`src/rtl/media_movel_hcsr04_pkg.sv`:
```
// Shared types and helpers for the moving-average block: FSM encoding,
// BCD widths and the double-dabble step used by the serial converter.
package media_movel_hcsr04_pkg;

    localparam int DIGITO_W = 4;
    localparam int BCD_W    = 12;
    localparam int BIN_W    = 10;
    localparam int PASSOS   = 10;
    localparam int DD_W     = BCD_W + BIN_W;

    typedef enum logic [2:0] {
        OCIOSO   = 3'd0,
        ACUMULA  = 3'd1,
        CARREGA  = 3'd2,
        CONVERTE = 3'd3,
        PRONTO   = 3'd4
    } estado_t;

    function automatic logic bcd_invalido(input logic [BCD_W-1:0] v);
        return (v[11:8] > 4'd9) || (v[7:4] > 4'd9) || (v[3:0] > 4'd9);
    endfunction

    function automatic logic [BIN_W-1:0] bcd_para_bin(input logic [BCD_W-1:0] v);
        return (10'(v[11:8]) * 10'd100) + (10'(v[7:4]) * 10'd10) + 10'(v[3:0]);
    endfunction

    // One double-dabble step over {bcd, bin}: correct nibbles >= 5, then shift.
    function automatic logic [DD_W-1:0] passo_dd(input logic [DD_W-1:0] v);
        logic [DD_W-1:0] t;
        t = v;
        for (int n = 0; n < 3; n++) begin
            if (t[BIN_W+DIGITO_W*n +: DIGITO_W] >= 4'd5)
                t[BIN_W+DIGITO_W*n +: DIGITO_W] = t[BIN_W+DIGITO_W*n +: DIGITO_W] + 4'd3;
        end
        return {t[DD_W-2:0], 1'b0};
    endfunction

endpackage

```
`src/rtl/media_movel_hcsr04_binario_bcd_serial.sv`:
```
// Serial binary-to-BCD converter: one double-dabble step per cycle, PASSOS steps.
// bcd/pronto present the result of the step being taken at the current edge.
module binario_bcd_serial
    import media_movel_hcsr04_pkg::*;
(
    input  logic              clock,
    input  logic              reset,
    input  logic              inicia,
    input  logic [BIN_W-1:0]  bin,
    output logic [BCD_W-1:0]  bcd,
    output logic              pronto
);

    logic [DD_W-1:0] desloc;
    logic [DD_W-1:0] proximo;
    logic [3:0]      cnt;
    logic            ativo;

    assign proximo = passo_dd(desloc);
    // Flags the final step so the consumer can capture bcd on that same edge.
    assign pronto  = ativo && (cnt == 4'(PASSOS - 1));
    assign bcd     = proximo[DD_W-1:BIN_W];

    always_ff @(posedge clock) begin
        if (reset) begin
            desloc <= '0;
            cnt    <= '0;
            ativo  <= 1'b0;
        end else if (inicia) begin
            desloc <= {{BCD_W{1'b0}}, bin};
            cnt    <= '0;
            ativo  <= 1'b1;
        end else if (ativo) begin
            desloc <= proximo;
            cnt    <= cnt + 4'd1;
            if (pronto)
                ativo <= 1'b0;
        end
    end

endmodule

```
`src/rtl/media_movel_hcsr04.sv`:
```
// Moving average of validated BCD distance samples over a 2**LOG2_AMOSTRAS window,
// reported in binary and BCD with a one-cycle pronto pulse.
module media_movel_hcsr04
    import media_movel_hcsr04_pkg::*;
#(
    parameter int LOG2_AMOSTRAS = 2,
    parameter int LARG_BIN      = 10
) (
    input  logic                clock,
    input  logic                reset,
    input  logic                registra,
    input  logic [BCD_W-1:0]    distancia,
    output logic [BCD_W-1:0]    media,
    output logic [BIN_W-1:0]    media_bin,
    output logic                pronto,
    output logic                ocupado,
    output logic                erro
);

    localparam int PROF   = 1 << LOG2_AMOSTRAS;
    localparam int SOMA_W = LARG_BIN + LOG2_AMOSTRAS;

    estado_t                    estado;
    logic [LARG_BIN-1:0]        amostra;
    logic [LARG_BIN-1:0]        buffer [PROF];
    logic [LOG2_AMOSTRAS-1:0]   ptr;
    logic [SOMA_W-1:0]          soma;
    logic                       primeira;
    logic [BIN_W-1:0]           media_calc;
    logic [BIN_W-1:0]           conv_bin;
    logic [BCD_W-1:0]           conv_bcd;
    logic                       conv_pronto;

    assign conv_bin = BIN_W'(soma >> LOG2_AMOSTRAS);

    binario_bcd_serial u_conv (
        .clock  (clock),
        .reset  (reset),
        .inicia (estado == CARREGA),
        .bin    (conv_bin),
        .bcd    (conv_bcd),
        .pronto (conv_pronto)
    );

    always_ff @(posedge clock) begin
        if (reset) begin
            estado     <= OCIOSO;
            amostra    <= '0;
            ptr        <= '0;
            soma       <= '0;
            primeira   <= 1'b1;
            media_calc <= '0;
            media      <= '0;
            media_bin  <= '0;
            pronto     <= 1'b0;
            ocupado    <= 1'b0;
            erro       <= 1'b0;
            for (int i = 0; i < PROF; i++)
                buffer[i] <= '0;
        end else begin
            pronto <= 1'b0;
            case (estado)
                OCIOSO: begin
                    if (registra) begin
                        if (bcd_invalido(distancia)) begin
                            erro <= 1'b1;
                        end else begin
                            amostra <= LARG_BIN'(bcd_para_bin(distancia));
                            erro    <= 1'b0;
                            ocupado <= 1'b1;
                            estado  <= ACUMULA;
                        end
                    end
                end
                ACUMULA: begin
                    // First sample after reset fills the whole window so the
                    // average starts at the sample value instead of ramping up.
                    if (primeira) begin
                        for (int i = 0; i < PROF; i++)
                            buffer[i] <= amostra;
                        soma     <= SOMA_W'(amostra) << LOG2_AMOSTRAS;
                        ptr      <= LOG2_AMOSTRAS'(1);
                        primeira <= 1'b0;
                    end else begin
                        soma        <= soma - SOMA_W'(buffer[ptr]) + SOMA_W'(amostra);
                        buffer[ptr] <= amostra;
                        ptr         <= ptr + LOG2_AMOSTRAS'(1);
                    end
                    estado <= CARREGA;
                end
                CARREGA: begin
                    media_calc <= conv_bin;
                    estado     <= CONVERTE;
                end
                CONVERTE: begin
                    if (conv_pronto) begin
                        media     <= conv_bcd;
                        media_bin <= media_calc;
                        pronto    <= 1'b1;
                        estado    <= PRONTO;
                    end
                end
                PRONTO: begin
                    ocupado <= 1'b0;
                    estado  <= OCIOSO;
                end
                default: estado <= OCIOSO;
            endcase
        end
    end

endmodule

```
`config.mk`:
```
export PLATFORM = sky130hd
export DESIGN_NAME = media_movel_hcsr04
export DESIGN_NICKNAME = d
export VERILOG_FILES = /design/src/rtl/media_movel_hcsr04_pkg.sv /design/src/rtl/media_movel_hcsr04_binario_bcd_serial.sv /design/src/rtl/media_movel_hcsr04.sv
export SDC_FILE = /design/constraint.sdc
export NUM_CORES = 1
export LEC_CHECK = 0
export ABC_AREA = 1
export BUFFER_PORTS_ARGS = -buffer_cell sky130_fd_sc_hd__buf_2
export CORE_ASPECT_RATIO = 0.9
export CORE_MARGIN = 2
export CORE_UTILIZATION = 50
export CTS_CLUSTER_SIZE = 30
export DETAILED_ROUTE_END_ITERATION = 10
export HOLD_SLACK_MARGIN = 0.08
export PLACE_DENSITY_LB_ADDON = 0.2
export SKIP_CTS_REPAIR_TIMING = 1
export SLEW_MARGIN = 15
export SYNTH_ARGS = -nofsm -noshare
export SYNTH_HDL_FRONTEND = slang
export SYNTH_HIERARCHICAL = 1
export SYNTH_SLANG_ARGS = --single-unit
```
`constraint.sdc`:
```
create_clock -name clock -period 3.4 [get_ports clock]
set_clock_uncertainty 0.2 [all_clocks]
set_input_delay 0.68 -clock clock [delete_from_list [all_inputs] [get_ports clock]]
set_output_delay 0.68 -clock clock [all_outputs]
set_load 0.02 [all_outputs]
```
---- Yosys cells after proc, flatten, opt, wreduce, memory -nomap -nowiden ----
Memories as Yosys holds them, arrays and structs flattened. A register that Yosys moved wholly into a read port is not among the register bits.
Cells that the tools add are included.
operators by class
  $mul .................................... 2
  reduce and logical (&&, ||, !) cells .... 14
  $lt $le $gt $ge ......................... 6
  bitwise logic cells ..................... 6
  equal/unequal tests ..................... 8
  add/sub/neg operators ................... 9
  mux-type cells .......................... 38
operator list
  cell                                                  count
  2-to-1 mux 10 bit                                     7
  2-to-1 mux 1 bit                                      18
  adder 12 x 10 -> 12 bit                               1
  >= comparator 4 x 3 -> 1 bit (second input constant)  3
  > comparator 4 bit (second input constant)            3
  2-to-1 mux 12 bit                                     1
  2-to-1 mux 3 bit                                      4
  one-hot mux 3 bit (4 select lines)                    1
  subtractor 12 x 10 -> 12 bit                          1
  adder 10 x 4 -> 10 bit                                1
  adder 10 x 8 -> 10 bit                                1
  OR reduction 10 bit                                   1
  AND reduction 3 bit                                   3
  adder 4 x 2 -> 4 bit (second input constant)          2
  multiplier 4 x 5 -> 8 bit (second input constant)     1
  2-to-1 mux 2 bit                                      4
  2-to-1 mux 4 bit                                      2
  multiplier 4 x 3 -> 7 bit (second input constant)     1
  == test 3 x 2 -> 1 bit (second input constant)        2
  != test 2 bit (second input constant)                 3
  adder 4 x 1 -> 4 bit (second input constant)          1
  == test 4 bit (second input constant)                 1
  bitwise OR 1 bit                                      4
  AND reduction 2 bit                                   2
  11 further kinds                                      15
storage, ports and cells
  flip-flop bits (word level) ............. 90
  RAM bits ................................ 40
  output and inout port bits .............. 25
  word-level logic and storage cells ...... 99
  memories kept ........................... 1
  bits of input ports ..................... 15
memory list
  memory  words  width  read ports  clocked after Yosys merged registers in  write ports  RTL line                  text
  buffer  4      10     1           1                                        4            media_movel_hcsr04.sv:25  logic [LARG_BIN-1:0] buffer [PROF];

---- Longest topological paths before layout ----
Gate-level depths: netlist of run 1.
  depth in word-level cells ............... 6
  depth in mapped cells ................... 16
  depth with buffers taken out ............ 15

---- By module ----
Netlist of run 1, hierarchy kept.
by module, submodules not included
  module              seq. area each (µm²)  instances  cells an instance  area each (µm²)
  media_movel_hcsr04  2,502.4               1          664                5,725.5
  binario_bcd_serial  540.5                 1          210                1,492.7

---- Least setup slack after synthesis of run 1 ----
Ideal clock, no wire load.
  path type ............................... input -> register
  from .................................... in distancia[5]
  to ...................................... reg amostra[9]
  path slack .............................. 178 ps
  arrival time ............................ 2,902 ps
  cell stages on the path ................. 11
  path buffers ............................ 0
  required time ........................... 3,080 ps
  library setup time ...................... 120 ps
  path through ............................ ha_1 > ha_1 > fa_1 > xor2_1 > ha_1 > ha_1 > a21o_1 > a21boi_0 > nand2_1 > xnor2_1 > a21oi_1
on the way
  longest elaborated chain between the ends .. 5
  elaborated cells between the ends (all ways) .. 8
  classes of those cells .................. add/sub (2); mul (1); order compare (1); bitwise (1); reduce/logical (3)
ends and longest elaborated chain
  item                                                            RTL line                  text
  start: declaration                                              media_movel_hcsr04.sv:12  input logic [BCD_W-1:0] distancia,
  branches (longest 5 deep; another with adder 10 x 8 -> 10 bit)  -
  end signal: assignment                                          media_movel_hcsr04.sv:68  amostra <= LARG_BIN'(bcd_para_bin(distancia));
  end: declaration                                                media_movel_hcsr04.sv:24  logic [LARG_BIN-1:0] amostra;
Several ways; the timed one is not identified.
A chain may end at the register's enable or synchronous reset.

==> results of run 1 <==
==> layout make-up <==
type	count	share of cell area
Multi-Input combinational cell	577	0.432
Sequential cell	132	0.375
Tap cell	193	0.0297
Timing Repair Buffer	54	0.0379
Clock buffer	19	0.0533
Clock inverter	13	0.0100
Inverter	134	0.0623
==> layout by cell type (no fill, tap or decap), drive strengths merged <==
| cell type | count |
|---|---|
| a211oi | 1 |
| a21boi | 1 |
| a21o | 2 |
| a21oi | 80 |
| a31oi | 3 |
| a32o | 2 |
| a32oi | 4 |
| buf | 54 |
| clkbuf | 19 |
| clkinv | 8 |
| dfxtp | 92 |
| edfxtp | 40 |
| fa | 15 |
| ha | 50 |
| inv | 139 |
| nand2 | 125 |
| nand3 | 56 |
| nand3b | 3 |
| nand4 | 9 |
| nor2 | 103 |
| nor3 | 17 |
| o211ai | 1 |
| o21ai | 73 |
| o21bai | 2 |
| o221ai | 1 |
| o22ai | 13 |
| o32ai | 1 |
| xnor2 | 9 |
| xor2 | 6 |
==> logic make-up after synthesis <==
logic type	synth area share
buffers and inverters	0.0931
AOI/OAI and AO/OA	0.145
adders and majority gates	0.128
and+or+nand+nor	0.194
DFF	0.422
xor gates and xnor gates	0.0182
==> report_power, final <==
group	switching, mW	leakage [nW]	total [mW]	internal, mW
combinational	0.563	2.21	0.887	0.324
sequential	0.0567	1.16	1.78	1.73
clock	0.685	0.266	1.61	0.925
==> layer usage <==
layer	vias to the layer above	share of wire	global-route usage
li1	2977	-	-
met5	-	0	0
met3	17	0.044	0.0455
met2	126	0.46	0.345
met4	0	0.011	0.0605
met1	2660	0.49	0.305
==> cell usage after synthesis <==
master and n:
a32o_1 2, edfxtp_1 40, nand3b_1 3, nor2_8 1
nand3_1 56, clkbuf_1 13, o21ai_1 31, o21ai_2 1
nand2_4 2, buf_1 1, buf_8 1, xor2_1 6
a21oi_1 76, nor2_2 3, a31oi_1 3, nand2_2 1
a21boi_0 1, nand4_1 9, nor2_4 2, inv_4 1
o21bai_1 2, buf_4 5, a21oi_4 4, a21o_1 2
xnor2_1 9, buf_2 10, a32oi_1 4, nor3_2 9
a211oi_2 1, nand2_1 122, inv_2 10, o211ai_1 1
buf_6 1, dfxtp_1 92, o21ai_0 41, ha_1 50
o221ai_1 1, o32ai_1 1, inv_1 123, nor3_1 8
fa_1 15, nor2_1 97, o22ai_1 13
==> worst max-delay path by stage <==
stage / start / end / slack (ps) / cells after the start
4_1_cts: flip-flop / soma[8]$_SDFFE_PP0P_ / 260 / 10
2_1_floorplan: distancia[5] / amostra[9]$_SDFFE_PP0P_ / 180 / 11
6_report: flip-flop / soma[8]$_SDFFE_PP0P_ / 190 / 10
3_3_place_gp: distancia[5] / amostra[9]$_SDFFE_PP0P_ / -30 / 12
3_5_place_dp: distancia[5] / amostra[9]$_SDFFE_PP0P_ / -40 / 12
5_1_grt: flip-flop / soma[9]$_SDFFE_PP0P_ / 6 / 14
==> stage by stage <==
stage	utilization	area (sq um)	setup WS (ps)
6_report	0.578	8120	188
5_1_grt	0.578	8120	6.32
4_1_cts	0.578	8120	256
3_5_place_dp	0.541	7600	-42.8
3_3_place_gp	0.541	7600	-33.0
2_1_floorplan	-	7220	178
==> flip-flops by register name, summed over array words and instances, names as in the netlist, named ones only <==
register and cells:
media_bin 10, amostra 10, ocupado 1, u_conv/cnt 4
u_conv/desloc 22, soma 12, media 12, media_calc 10
ptr 2, primeira 1, pronto 1, u_conv/ativo 1
erro 1, buffer 40, estado 3
==> summary.txt, run 1 <==
CRITICAL PATH
--------------------------------------------------------------------------------------------------------
Arr. time, crit path                                                                             3360 ps
Required time worst endpoint                                                                     3540 ps
Crit path max-delay family                                                                   adder cells
Crit-path cells                                                                             inv_1 -> o21ai_0 -> o22ai_1 -> fa_1 -> fa_1 -> o21ai_1 -> nand2_1 -> nand3b_1 -> nand3_1 -> a21oi_1
Worst Setup Start Kind                                                                         flip-flop
Worst reg2reg setup slack                                                                         190 ps
Crit-path max FO                                                                                      11
Longest individual stage delay on the worst path                                                  510 ps
Cell seen most often among critical-path stages                                                     fa_1
R2R cell count                                                                                        10
Kind of critical path                                                                       flip-flop to flip-flop
Buffer and inverter count on the worst path                                                            1
R2R Path End                                                                                soma[8]$_SDFFE_PP0P_
Endpoint type of the worst setup path                                                          flip-flop
Standard cell with the maximum stage delay on the critical path                                     fa_1

CLOCKING
--------------------------------------------------------------------------------------------------------
Buffers from clock root to sink, at most                                                               2
Clk sink count                                                                                       132
CTS H-Tree Depth                                                                                       4
Skew-Pair Late Insertion Delay                                                                    420 ps
TritonCTS Buffers                                                                                     17
Post-CTS clock slew at the launch and capture registers of the worst setup and hold paths          60 ps
Clock tree from TritonCTS                                                                            yes
Cell chosen for the clock root                                                                 clkbuf_16

FINAL LAYOUT
--------------------------------------------------------------------------------------------------------
Final Instance Count excl. Fillers                                                                 1,122
Number of diodes added for antenna fixing                                                              0
Combined area of the multi-input logic cells                                                0.00351 sq mm
Fillers                                                                                            1,319
Area growth from synthesis to layout                                                               12.5%
Share of cells above drive strength 1                                                              0.129
Fin nets                                                                                             996
Register cell area after layout                                                             0.00304 sq mm

TIMING
--------------------------------------------------------------------------------------------------------
Max-slew violation count                                                                               0
Tmin final                                                                                       3210 ps
Final Setup Violations                                                                                 0
Worst Hold Margin                                                                                 260 ps
Sum of negative setup slack                                                                         0 ps
Fmax achieved                                                                                    311 MHz
Worst-case headroom to the max-slew limit                                                          0.437
Final-report hold violation count                                                                      0
RSZ-0062 raised after global routing                                                                  no
Tightest Pin Transition                                                                           843 ps
Portion of the clock cycle consumed by the worst path in the final layout                          0.945

DETAILED ROUTING
--------------------------------------------------------------------------------------------------------
Per-cell via count in the routed design                                                             5.15
Routed Antenna Nets                                                                                    0
Via Count                                                                                          5,780
DRT Pass-1 Iters                                                                                       5
Routed wirelength normalized by instance count                                                   14.1 um
Total routed wirelength                                                                        15,800 um
Starting DRT DRC Count                                                                               326
DRC                                                                                                    0

GLOBAL ROUTE
--------------------------------------------------------------------------------------------------------
Via count of the first global-routing pass                                                         5,451
Antenna violations before repair                                                                       0
Remaining Overflow, GRT                                                                                0
Global-route wire length before repair                                                         26,600 um
Pin count of the biggest net entering global routing                                                  37
Total Routing Usage GR                                                                             0.219

POWER AND IR DROP
--------------------------------------------------------------------------------------------------------
Total design power                                                                               4.28 mW
PD cells                                                                                     527 mW/mm^2
Maximum vdd ir drop                                                                           0.000358 V
Static power due to leakage                                                                      3.64 nW

SYNTH
--------------------------------------------------------------------------------------------------------
Netlist area before placement                                                               0.00722 sq mm
Dominant cell type by area after synthesis                                                       dfxtp_1
Post-synthesis cell count                                                                            874
Number of warning messages in the yosys log                                                            6
Total nets after synthesis                                                                           954
Synth top area share                                                                               0.255
Sequential element share of the synthesized area                                                   0.422
Number of synthesized register bits                                                                  132
Top area cells in the synthesized netlist                                                   dfxtp_1 26%, edfxtp_1 17%, ha_1 8.7%, inv_1 6.4%, nand2_1 6.3%
Post-Synthesis Mean Instance Area                                                             8.26 sq um
Number of library cell types mapped by synthesis                                                      43

OUTCOME
--------------------------------------------------------------------------------------------------------
Result of the run                                                                              completed

FLOORPLAN
--------------------------------------------------------------------------------------------------------
Full die area                                                                               0.0154 sq mm
Number of top-level design ports                                                                      40
Initial core utilization                                                                           0.514
Vert. Die Dim                                                                                     118 um
Row count                                                                                             41
Chip width                                                                                        131 um
Area of the core region                                                                     0.0141 sq mm

PLACEMENT
--------------------------------------------------------------------------------------------------------
HPWL Detailed                                                                                  11,200 um
Cell total after placement                                                                         1,090
Final Wtd Congestion                                                                               0.879
Number of buffers inserted by port buffering                                                          39

MIN PATH
--------------------------------------------------------------------------------------------------------
Hold Path Origin                                                                            u_conv/cnt[3]$_SDFFE_PP0P_
Terminating pin of the worst hold path                                                      u_conv/cnt[3]$_SDFFE_PP0P_
Type of the tightest min-delay check                                                        flip-flop to flip-flop
Number of cells on the worst hold path                                                                 1

RUN
--------------------------------------------------------------------------------------------------------
Max-Cap Viols                                                                                          0

Power figures use the tool's default switching activity.
==> run 2, diff against run 1 <==
==> constraint.sdc (replaced) <==
create_clock -name clock -period 2.9 [get_ports clock]
set_clock_uncertainty 0.2 [all_clocks]
set_input_delay 0.58 -clock clock [delete_from_list [all_inputs] [get_ports clock]]
set_output_delay 0.58 -clock clock [all_outputs]
set_load 0.005 [all_outputs]
==> summary.txt, run 2 (same netlist as run 1, synthesis figures left out) <==
FINAL LAYOUT
--------------------------------------------------------------------------------------------------------
Largest registers                                                                           buffer: 40 flops, u_conv/desloc: 22 flops
Number of diodes added for antenna fixing                                                              0
Fin nets                                                                                           1,021
Final standard cell area without fillers                                                    0.00861 sq mm
Number of flip-flops in the largest register                                                          40
Area growth from synthesis to layout                                                               19.3%
Share of cells above drive strength 1                                                              0.182
Post-Route Utilization                                                                             0.612
Combined area of the multi-input logic cells                                                0.00370 sq mm
Fillers                                                                                            1,274
Most flop-heavy register                                                                          buffer
Commonest cells after routing, fill and taps aside                                          121 x inv_1, 121 x nand2_1, 94 x nor2_1
Register cell area after layout                                                             0.00304 sq mm

DETAILED ROUTING
--------------------------------------------------------------------------------------------------------
Total routed wirelength                                                                        16,900 um
Starting DRT DRC Count                                                                               454
Routed wirelength normalized by instance count                                                   14.7 um
DRC                                                                                                    0
Via Count                                                                                          6,008
DRT Pass-1 Iters                                                                                       6
Per-cell via count in the routed design                                                             5.24
Routed Antenna Nets                                                                                    0

CRITICAL PATH
--------------------------------------------------------------------------------------------------------
R2R cell count                                                                                        15
Worst Setup Start Kind                                                                        input port
Arr. time, crit path                                                                             2910 ps
Kind of critical path                                                                       input port to flip-flop
Crit-path max FO                                                                                       4
Endpoint type of the worst setup path                                                          flip-flop
Required time worst endpoint                                                                     3060 ps
Worst reg2reg setup slack                                                                         150 ps
R2R Path End                                                                                soma[9]$_SDFFE_PP0P_

CLOCKING
--------------------------------------------------------------------------------------------------------
Clock tree from TritonCTS                                                                            yes
Cell chosen for the clock root                                                                 clkbuf_16
TritonCTS Buffers                                                                                     17
Clk sink count                                                                                       132
Skew-Pair Late Insertion Delay                                                                    420 ps
Post-CTS clock slew at the launch and capture registers of the worst setup and hold paths          60 ps
CTS H-Tree Depth                                                                                       4
Buffers from clock root to sink, at most                                                               2

MIN PATH
--------------------------------------------------------------------------------------------------------
Number of cells on the worst hold path                                                                 3
Type of the tightest min-delay check                                                        input port to flip-flop
Terminating pin of the worst hold path                                                      amostra[0]$_SDFFE_PP0P_
Hold Path Origin                                                                            distancia[0]

FLOORPLAN
--------------------------------------------------------------------------------------------------------
Chip width                                                                                        131 um
Row count                                                                                             41
Number of top-level design ports                                                                      40
Full die area                                                                               0.0154 sq mm
Area of the core region                                                                     0.0141 sq mm
Vert. Die Dim                                                                                     118 um
Initial core utilization                                                                           0.514

OUTCOME
--------------------------------------------------------------------------------------------------------
Result of the run                                                                              completed

GLOBAL ROUTE
--------------------------------------------------------------------------------------------------------
Global-route wire length before repair                                                         27,800 um
Total Routing Usage GR                                                                             0.228
Remaining Overflow, GRT                                                                                0
Antenna violations before repair                                                                       0
Pin count of the biggest net entering global routing                                                  36
Via count of the first global-routing pass                                                         5,816

PLACEMENT
--------------------------------------------------------------------------------------------------------
Post-DP Area                                                                                0.00787 sq mm
HPWL Detailed                                                                                  12,000 um
Number of buffers inserted by port buffering                                                          39
Final Wtd Congestion                                                                               0.881

POWER AND IR DROP
--------------------------------------------------------------------------------------------------------
PD cells                                                                                     644 mW/mm^2
Static power due to leakage                                                                      3.81 nW
Maximum vdd ir drop                                                                           0.000464 V

TIMING
--------------------------------------------------------------------------------------------------------
Fmax achieved                                                                                    363 MHz
Final Setup Violations                                                                                 0
Final-report hold violation count                                                                      0
Tightest Pin Transition                                                                           875 ps
Worst-case headroom to the max-slew limit                                                          0.415
Portion of the clock cycle consumed by the worst path in the final layout                          0.951
Max-slew violation count                                                                               0
Tmin final                                                                                       2760 ps

RUN
--------------------------------------------------------------------------------------------------------
Max-Cap Viols                                                                                          0

==> run 2: changes by cell type in the layout (fill, tap and decap cells not counted), moves of 4 or more <==
cell,before,now
buf_4,15,40
ha_1,50,37
ha_4,0,12
clkinv_2,6,2
o21ai_0,41,37
==> run 2: metal layers <==
| metal | wire (um) | global-route usage | up-vias |
|---|---|---|---|
| met4 | 189 | 0.0605 | 0 |
| met3 | 799 | 0.0523 | 18 |
| met2 | 7800 | 0.356 | 150 |
| li1 | - | - | 3028 |
| met1 | 8070 | 0.319 | 2812 |
| met5 | 0 | 0 | - |
==> run 2: worst max-delay path: stages <==
cell and delay (ps):
buf_2 110, inv_1 50, ha_1 280, ha_1 160, inv_1 60, fa_1 490
inv_2 50, ha_4 240, ha_4 270, nand2_1 50, inv_1 60, nand4_1 80
nand3_1 110, xor2_1 170, nor2_1 50, nor2_1 100
==> run 2: final cells by class <==
| class | count | share of cell area |
|---|---|---|
| Sequential cell | 132 | 0.354 |
| Multi-Input combinational cell | 577 | 0.430 |
| Inverter | 134 | 0.0587 |
| Timing Repair Buffer | 79 | 0.0576 |
| Clock inverter | 14 | 0.0199 |
| Clock buffer | 18 | 0.0523 |
| Tap cell | 193 | 0.0281 |
==> run 2: power by group <==
part,internal (mW),switching (mW)
Combinational,0.494,0.717
Clock,1.41,0.831
Sequential,2.02,0.0656
Total,3.93,1.61
==> run 2: worst max-delay path by stage <==
stage | to | depth (start not counted) | slack, ps | startpoint
global route | soma[8]$_SDFFE_PP0P_ | 14 | -2 | flip-flop
detailed placement | amostra[9]$_SDFFE_PP0P_ | 12 | -260 | distancia[5]
floorplan | amostra[9]$_SDFFE_PP0P_ | 11 | -6 | distancia[5]
finish | amostra[8]$_SDFFE_PP0P_ | 16 | 140 | distancia[9]
global placement | amostra[9]$_SDFFE_PP0P_ | 12 | -230 | distancia[5]
CTS | soma[9]$_SDFFE_PP0P_ | 15 | -20 | flip-flop
==> run 2: stage by stage <==
stage          hold WS [ps]  setup WS [ps]  std cells  power (mW)  setup TNS [ps]
3_3_place_gp            248           -227       1115        3.24            -861
2_1_floorplan           229          -6.33        874        2.95           -6.33
6_report                241            142       1147        5.54               0
4_1_cts                 230          -19.6       1147        5.50           -39.0
5_1_grt                 280          -1.50       1147        5.82           -2.52
3_5_place_dp            252           -259       1115        3.26           -1010
